===== config.mk =====
export PLATFORM = sky130hd
export DESIGN_NAME = bram_acc_scheduler_flat
export DESIGN_NICKNAME = d
export VERILOG_FILES = /design/src/rtl/bram_acc_scheduler_if.sv /design/src/rtl/bram_acc_scheduler.sv /design/src/flat_wrapper.sv
export SDC_FILE = /design/constraint.sdc
export NUM_CORES = 1
export LEC_CHECK = 0
export ABC_AREA = 1
export ABC_CLOCK_PERIOD_IN_PS = 5750
export BUFFER_PORTS_ARGS = -buffer_cell sky130_fd_sc_hd__buf_2
export CORE_MARGIN = 5
export CORE_UTILIZATION = 25
export CTS_CLUSTER_SIZE = 25
export DETAILED_ROUTE_END_ITERATION = 7
export GPL_ROUTABILITY_DRIVEN = 1
export PLACE_DENSITY = 0.47
export SYNTH_ARGS = -nofsm -noshare
export SYNTH_HDL_FRONTEND = slang
export SYNTH_SLANG_ARGS = --single-unit

===== constraint.sdc =====
create_clock -name clk -period 5.75 [get_ports clk]
set_input_delay 0.2875 -clock clk [delete_from_list [all_inputs] [get_ports clk]]
set_output_delay 0.2875 -clock clk [all_outputs]
set_load 0.005 [all_outputs]

===== src/rtl/bram_acc_scheduler_if.sv =====
// rtl/bram_acc_scheduler_if.sv - client request, accessor and status signals of the BRAM accumulate scheduler
interface bram_acc_scheduler_if #(
  parameter int CNT_BIT = 31,
  parameter int TO_BIT  = 16
);
  logic               req0_valid_i;
  logic [CNT_BIT-1:0] req0_count_i;
  logic               req0_ready_o;
  logic               req1_valid_i;
  logic [CNT_BIT-1:0] req1_count_i;
  logic               req1_ready_o;
  logic               acc_idle_i;
  logic               acc_done_i;
  logic               start_run_o;
  logic [CNT_BIT-1:0] run_count_o;
  logic               busy_o;
  logic               grant_id_o;
  logic               done0_o;
  logic               done1_o;
  logic               err_o;
  logic               clr_err_i;
  logic [TO_BIT-1:0]  last_cycles_o;

  modport slave (
    input  req0_valid_i, req0_count_i, req1_valid_i, req1_count_i,
    input  acc_idle_i, acc_done_i, clr_err_i,
    output req0_ready_o, req1_ready_o, start_run_o, run_count_o, busy_o,
    output grant_id_o, done0_o, done1_o, err_o, last_cycles_o
  );

  modport master (
    output req0_valid_i, req0_count_i, req1_valid_i, req1_count_i,
    output acc_idle_i, acc_done_i, clr_err_i,
    input  req0_ready_o, req1_ready_o, start_run_o, run_count_o, busy_o,
    input  grant_id_o, done0_o, done1_o, err_o, last_cycles_o
  );
endinterface


===== src/rtl/bram_acc_scheduler.sv =====
// rtl/bram_acc_scheduler.sv - round-robin two-client job scheduler with watchdog for the BRAM accumulate accessor
module bram_acc_scheduler #(
  parameter int CNT_BIT     = 31,
  parameter int TO_BIT      = 16,
  parameter int TIMEOUT_CYC = 1024
) (
  input logic                 clk,
  input logic                 reset_n,
  bram_acc_scheduler_if.slave bus
);

  typedef enum logic [2:0] {IDLE, START, WAIT, RESP, TOUT} state_t;

  state_t             state_q, state_d;
  logic               rr_ptr_q;
  logic               grant_id_q;
  logic [CNT_BIT-1:0] run_count_q;
  logic [TO_BIT-1:0]  wd_q;
  logic [TO_BIT-1:0]  last_cycles_q;
  logic               err_q;

  logic               any_valid;
  logic               winner;
  logic               grant;
  logic               wd_expired;
  logic [CNT_BIT-1:0] win_count;

  assign any_valid  = bus.req0_valid_i || bus.req1_valid_i;
  assign winner     = (bus.req0_valid_i && bus.req1_valid_i) ? rr_ptr_q : bus.req1_valid_i;
  assign win_count  = winner ? bus.req1_count_i : bus.req0_count_i;
  // ready is combinational, so it is also gated by reset to keep every output low while held in reset
  assign grant      = reset_n && (state_q == IDLE) && bus.acc_idle_i && any_valid;
  assign wd_expired = (wd_q == TO_BIT'(TIMEOUT_CYC - 1));

  always_ff @(posedge clk or negedge reset_n) begin
    if (!reset_n) begin
      state_q <= IDLE;
    end else begin
      state_q <= state_d;
    end
  end

  always_comb begin
    state_d          = state_q;
    bus.req0_ready_o = 1'b0;
    bus.req1_ready_o = 1'b0;
    bus.start_run_o  = 1'b0;
    bus.busy_o       = 1'b1;
    bus.done0_o      = 1'b0;
    bus.done1_o      = 1'b0;
    unique case (state_q)
      IDLE: begin
        bus.busy_o = 1'b0;
        if (grant) begin
          bus.req0_ready_o = !winner;
          bus.req1_ready_o = winner;
          state_d          = (win_count != '0) ? START : RESP;
        end
      end
      START: begin
        bus.start_run_o = 1'b1;
        state_d         = WAIT;
      end
      WAIT: begin
        // a done seen on the last watchdog cycle still counts as a normal completion
        if (bus.acc_done_i) begin
          state_d = RESP;
        end else if (wd_expired) begin
          state_d = TOUT;
        end
      end
      RESP, TOUT: begin
        bus.done0_o = !grant_id_q;
        bus.done1_o = grant_id_q;
        state_d     = IDLE;
      end
      default: begin
        state_d = IDLE;
      end
    endcase
  end

  always_ff @(posedge clk or negedge reset_n) begin
    if (!reset_n) begin
      rr_ptr_q      <= 1'b0;
      grant_id_q    <= 1'b0;
      run_count_q   <= '0;
      wd_q          <= '0;
      last_cycles_q <= '0;
      err_q         <= 1'b0;
    end else begin
      if (grant) begin
        run_count_q <= win_count;
        grant_id_q  <= winner;
        if (win_count == '0) begin
          last_cycles_q <= '0;
        end
      end

      if (state_q == START) begin
        wd_q <= '0;
      end else if (state_q == WAIT) begin
        wd_q <= wd_q + 1'b1;
      end

      // timeout results are registered on the way into TOUT so they line up with the done pulse
      if (state_q == WAIT) begin
        if (bus.acc_done_i) begin
          last_cycles_q <= wd_q + 1'b1;
        end else if (wd_expired) begin
          last_cycles_q <= TO_BIT'(TIMEOUT_CYC);
        end
      end

      if (state_q == RESP) begin
        rr_ptr_q <= !grant_id_q;
      end

      if (bus.clr_err_i) begin
        err_q <= 1'b0;
      end else if ((state_q == WAIT) && !bus.acc_done_i && wd_expired) begin
        err_q <= 1'b1;
      end
    end
  end

  assign bus.run_count_o   = run_count_q;
  assign bus.grant_id_o    = grant_id_q;
  assign bus.err_o         = err_q;
  assign bus.last_cycles_o = last_cycles_q;

endmodule


===== src/flat_wrapper.sv =====
// flat-port wrapper written by rule: the top's interface ports become plain ports
module bram_acc_scheduler_flat 
#(
  parameter int CNT_BIT     = 31,
  parameter int TO_BIT      = 16,
  parameter int TIMEOUT_CYC = 1024
)
  (clk, reset_n, bus_req0_valid_i, bus_req0_count_i, bus_req1_valid_i, bus_req1_count_i, bus_acc_idle_i, bus_acc_done_i, bus_clr_err_i, bus_req0_ready_o, bus_req1_ready_o, bus_start_run_o, bus_run_count_o, bus_busy_o, bus_grant_id_o, bus_done0_o, bus_done1_o, bus_err_o, bus_last_cycles_o);
  bram_acc_scheduler_if #(.CNT_BIT(CNT_BIT), .TO_BIT(TO_BIT)) bus_i ();
  input logic clk;
  input logic reset_n;
  input wire logic [$bits(bus_i.req0_valid_i)-1:0] bus_req0_valid_i;
  input wire logic [$bits(bus_i.req0_count_i)-1:0] bus_req0_count_i;
  input wire logic [$bits(bus_i.req1_valid_i)-1:0] bus_req1_valid_i;
  input wire logic [$bits(bus_i.req1_count_i)-1:0] bus_req1_count_i;
  input wire logic [$bits(bus_i.acc_idle_i)-1:0] bus_acc_idle_i;
  input wire logic [$bits(bus_i.acc_done_i)-1:0] bus_acc_done_i;
  input wire logic [$bits(bus_i.clr_err_i)-1:0] bus_clr_err_i;
  output wire logic [$bits(bus_i.req0_ready_o)-1:0] bus_req0_ready_o;
  output wire logic [$bits(bus_i.req1_ready_o)-1:0] bus_req1_ready_o;
  output wire logic [$bits(bus_i.start_run_o)-1:0] bus_start_run_o;
  output wire logic [$bits(bus_i.run_count_o)-1:0] bus_run_count_o;
  output wire logic [$bits(bus_i.busy_o)-1:0] bus_busy_o;
  output wire logic [$bits(bus_i.grant_id_o)-1:0] bus_grant_id_o;
  output wire logic [$bits(bus_i.done0_o)-1:0] bus_done0_o;
  output wire logic [$bits(bus_i.done1_o)-1:0] bus_done1_o;
  output wire logic [$bits(bus_i.err_o)-1:0] bus_err_o;
  output wire logic [$bits(bus_i.last_cycles_o)-1:0] bus_last_cycles_o;
  assign bus_i.req0_valid_i = bus_req0_valid_i;
  assign bus_i.req0_count_i = bus_req0_count_i;
  assign bus_i.req1_valid_i = bus_req1_valid_i;
  assign bus_i.req1_count_i = bus_req1_count_i;
  assign bus_i.acc_idle_i = bus_acc_idle_i;
  assign bus_i.acc_done_i = bus_acc_done_i;
  assign bus_i.clr_err_i = bus_clr_err_i;
  assign bus_req0_ready_o = bus_i.req0_ready_o;
  assign bus_req1_ready_o = bus_i.req1_ready_o;
  assign bus_start_run_o = bus_i.start_run_o;
  assign bus_run_count_o = bus_i.run_count_o;
  assign bus_busy_o = bus_i.busy_o;
  assign bus_grant_id_o = bus_i.grant_id_o;
  assign bus_done0_o = bus_i.done0_o;
  assign bus_done1_o = bus_i.done1_o;
  assign bus_err_o = bus_i.err_o;
  assign bus_last_cycles_o = bus_i.last_cycles_o;
  bram_acc_scheduler #(.CNT_BIT(CNT_BIT), .TO_BIT(TO_BIT), .TIMEOUT_CYC(TIMEOUT_CYC)) u_core (.clk(clk), .reset_n(reset_n), .bus(bus_i));
endmodule

==> results.txt <==
The DRC violations left is 0. The area inside the core boundary came out at around 15000 sq um. The synthesized area per cell is about 7.7 sq um. The met1 routed wirelength after detailed routing came out at 5.217 mm. Setup violations remaining at the end of the flow were counted as 0. Yosys attributes the largest share of cell area to dfrtp_1, nand2_1, o21ai_0. The all-layer global routing usage came out at about an eighth. The biggest area contributor in the post-synthesis netlist is dfrtp_1.

The total cell area at the placement stage is around 4400 sq um. The cell at the slowest stage of the critical path is nand2_2. The first-iteration detailed-routing DRC count came out at about 140. The relative area change from synthesis to final layout came out at 28.19%. Summed over its instances, the top area cell type makes up 46.70% of the synthesized netlist area. The post-route setup TNS is 0 ns. The CTS buffer count came out at 9. The later pin in the worst-skew pair is clocked with a latency of 0.33 ns. At the end of routability-driven placement, the weighted congestion stood at 0.8480. The number of cells produced by synthesis is about 480. The worst hold-check slack came out at 0.1108 ns. The average vias per placed instance is 4.478. The count of pins over their slew limit is 0.

The aggregate routed wire length is approximately 11 mm. The hold violation total from the final report is 0. The count of flip-flops with a built-in enable after synthesis came out at 0. The share of synthesized area occupied by flip-flops and latches came out at 46.70%.

The signal on the critical path passes through nor2_1 -> nand2_1 -> inv_1 -> nand2_2 -> nor2_1 -> buf_2. The number of cells in the finished layout apart from fillers came out at ~790. The biggest cell delay along the critical path came out at roughly 0.53 ns.

The post-layout minimum cycle time is between 2 and 3 ns. Summed over all nets, wire length on met2 after detailed routing comes to ~5 mm. After synthesis, the netlist uses 31 different library cells.

The post-CTS resize count came out at 0. STA classifies the critical path startpoint as a register. The commonest cells after synthesis are nand2_1, dfrtp_1, inv_1, o21ai_0, nand3_1. The worst-case vdd ir drop is 170.0 uV. After layout, the design draws a total of between 1.5 and 2 mW. Port buffering added around 120 buffers.

Dividing the final minimum period by the clock period gives a little under half. Of all flip-flops after synthesis, the portion carrying an async set or reset was between 90% and 100%. Entering global routing, the biggest net connects 70 pins. The maximum fanout along the worst path came out at 64. Row generation in the floorplan step produced between 40 and 50 rows.

The total placed cells including tap cells is between 700 and 800. The cell repeated most along the worst path is nor2_1. The uppermost layer routed is met5.

The worst setup path is captured at a primary output. The post-CTS setup buffer count is 0. Before antenna repair, the detailed router went through 4 iterations. The data arrival time of the worst path came out at 2.34 ns.

The slew of the pin with the lowest slew margin came out at 1.238 ns. The area of the die came out at roughly 17000 sq um. The power per cell area is roughly 380 nW/um^2. The number of diodes added for antenna fixing is 0. Setup repair after global routing left no endpoint under its margin. The detailed-route via count came out at 3520. During synthesis, Yosys emitted a total of 0 warnings. nand2_1 is the most common cell in the netlist. The critical path is of the reg -> out type.

The number of buffers inserted by hold repair at cts is 0. The net count after synthesis came out at 551. The finished cells cover approximately 4700 sq um. The maximum buffer depth of the clock tree is 2.

Across the run, the number of max-cap violations was 0. The detail route stage leaves a number of antenna-violating nets equal to 0. In this run the vertical extent of the chip is about 130 um. Static timing analysis puts the maximum clock frequency at 0.3805 GHz. The number of antenna violations at the first check in global routing was 1. CTS placed an instance of clkbuf_16 at the clock tree root.

The flow ran to the end, and the final reports show no timing, DRC or antenna violations. The least setup slack across all paths after layout came out at 3.122 ns. The static leakage came out at 2.544 nW. The post-route clock skew is between 0.008 and 0.009 ns.

For this configuration, the core starts out at a cell density of between 20% and 30%. The clock-pin slew of the registers on the worst-case setup and hold paths is around 0.060 ns. The type of the worst min-delay path is in -> reg. Detailed placement finished with a half-perimeter wire length of between 8 and 9 mm. The post-route core utilization came out at 32.61%. TritonCTS built the clock tree.

Dividing the detail-routed wire length by the instance count gives approximately 14 um. The deepest level of the CTS H-tree is 3. In the final design database the tool counted 667 nets.

The number of fillers in the final layout came out at around 1600. The count of buffer and inverter cells on the critical path came out at 2. The number of I/O pins is about 120. Broken down by cell family, the worst path's largest delay share belongs to simple AND/OR/NAND/NOR gates.

The worst-case headroom to the max-slew limit came out at around 17%. The via count of the first global-routing pass is between 3000 and 4000. The first global-routing pass estimated between 15 and 20 mm of wire. The aggregate global routing overflow is 0. Synthesis inferred 69 register bits. In the final layout, the share of cells above drive strength 1 is 25.42%. The number of sinks handled by clock tree synthesis came out at just under 70. The mapped netlist covers around 3700 sq um.

The endpoint required time on the critical path is between 5 and 6 ns. For this run, the leading register cell type out of synthesis is dfrtp_1. The amount of wire on met3 after detailed routing is approximately 800 um. The pre-CTS setup slack came out at ~3.2 ns.

The die boundary width came out at ~130 um.
## metal layers
layer	vias to the layer above	global-route usage, %
met3	10	3.976
met4	2	3.657
met2	128	20.09
li1	1769	-
met1	1611	17.18
met5	-	0
## cell usage in the layout (no fill, tap or decap), drive strengths merged
| cell | count |
|---|---|
| a31oi | 1 |
| nand3b | 24 |
| o21ai | 61 |
| clkbuf | 9 |
| o211a | 1 |
| buf | 124 |
| a21oi | 5 |
| nand2 | 145 |
| inv | 66 |
| clkinvlp | 3 |
| dfrtp | 69 |
| clkinv | 2 |
| nand4 | 5 |
| nor3 | 9 |
| xnor2 | 1 |
| a21boi | 1 |
| o22ai | 6 |
| bufinv | 1 |
| nand3 | 32 |
| ha | 1 |
| xor2 | 8 |
| nor2 | 28 |
## kinds of logic (layout without fill, tap and decap cells)
| family | after synthesis | count (layout) | share of synthesized area [%] |
|---|---|---|---|
| AOI/OAI and AO/OA | 75 | 75 | 10.59 |
| xor gates and xnor gates | 9 | 9 | 2.132 |
| adders and majority gates | 1 | 1 | 0.3384 |
| buffers and inverters | 84 | 205 | 9.611 |
| DFF | 69 | 69 | 46.70 |
| and+or+nand+nor | 243 | 243 | 30.63 |
## cell type report
cell class | instances | area [sq um] | share of cell area (%)
inverter | 65 | 244.0 | 5.148
sequential | 69 | 1727 | 36.43
tap | 184 | 230.2 | 4.857
timing repair buffer | 124 | 623.1 | 13.15
clock buffer | 9 | 225.2 | 4.752
multi-input combinational | 328 | 1615 | 34.08
clock inverter | 7 | 75.07 | 1.584
## path summary, 6_finish.rpt
kind	from	to	slack [ns]	depth (start not counted)
worst max-delay path	u_core.state_q[1]	bus_req0_ready_o	3.12	6
worst min register to register	u_core.bus.run_count_o[0]	u_core.bus.run_count_o[0]	0.48	2
max in group asynchronous	reset_n	u_core.bus.grant_id_o	4.87	2
worst min-delay path	bus_clr_err_i	u_core.bus.err_o	0.11	2
worst max register to register	u_core.wd_q[0]	u_core.bus.last_cycles_o[1]	3.32	10
min in group asynchronous	reset_n	u_core.bus.last_cycles_o[8]	0.28	2
## power by group
part	switching (mW)	internal (mW)	leakage, nW	total (mW)
clock network	0.225	0.337	0.138	0.562
registers	0.0853	0.624	0.899	0.710
logic	0.321	0.205	1.51	0.526
## registers in the layout, indices dropped and copies added (netlist names)
register and count:
u_core.rr_ptr_q 1, u_core.wd_q 16, u_core.state_q 3, u_core.bus.last_cycles_o 16
u_core.bus.err_o 1, u_core.bus.run_count_o 31, u_core.bus.grant_id_o 1
Note: power is estimated with default switching activity, not from simulation.
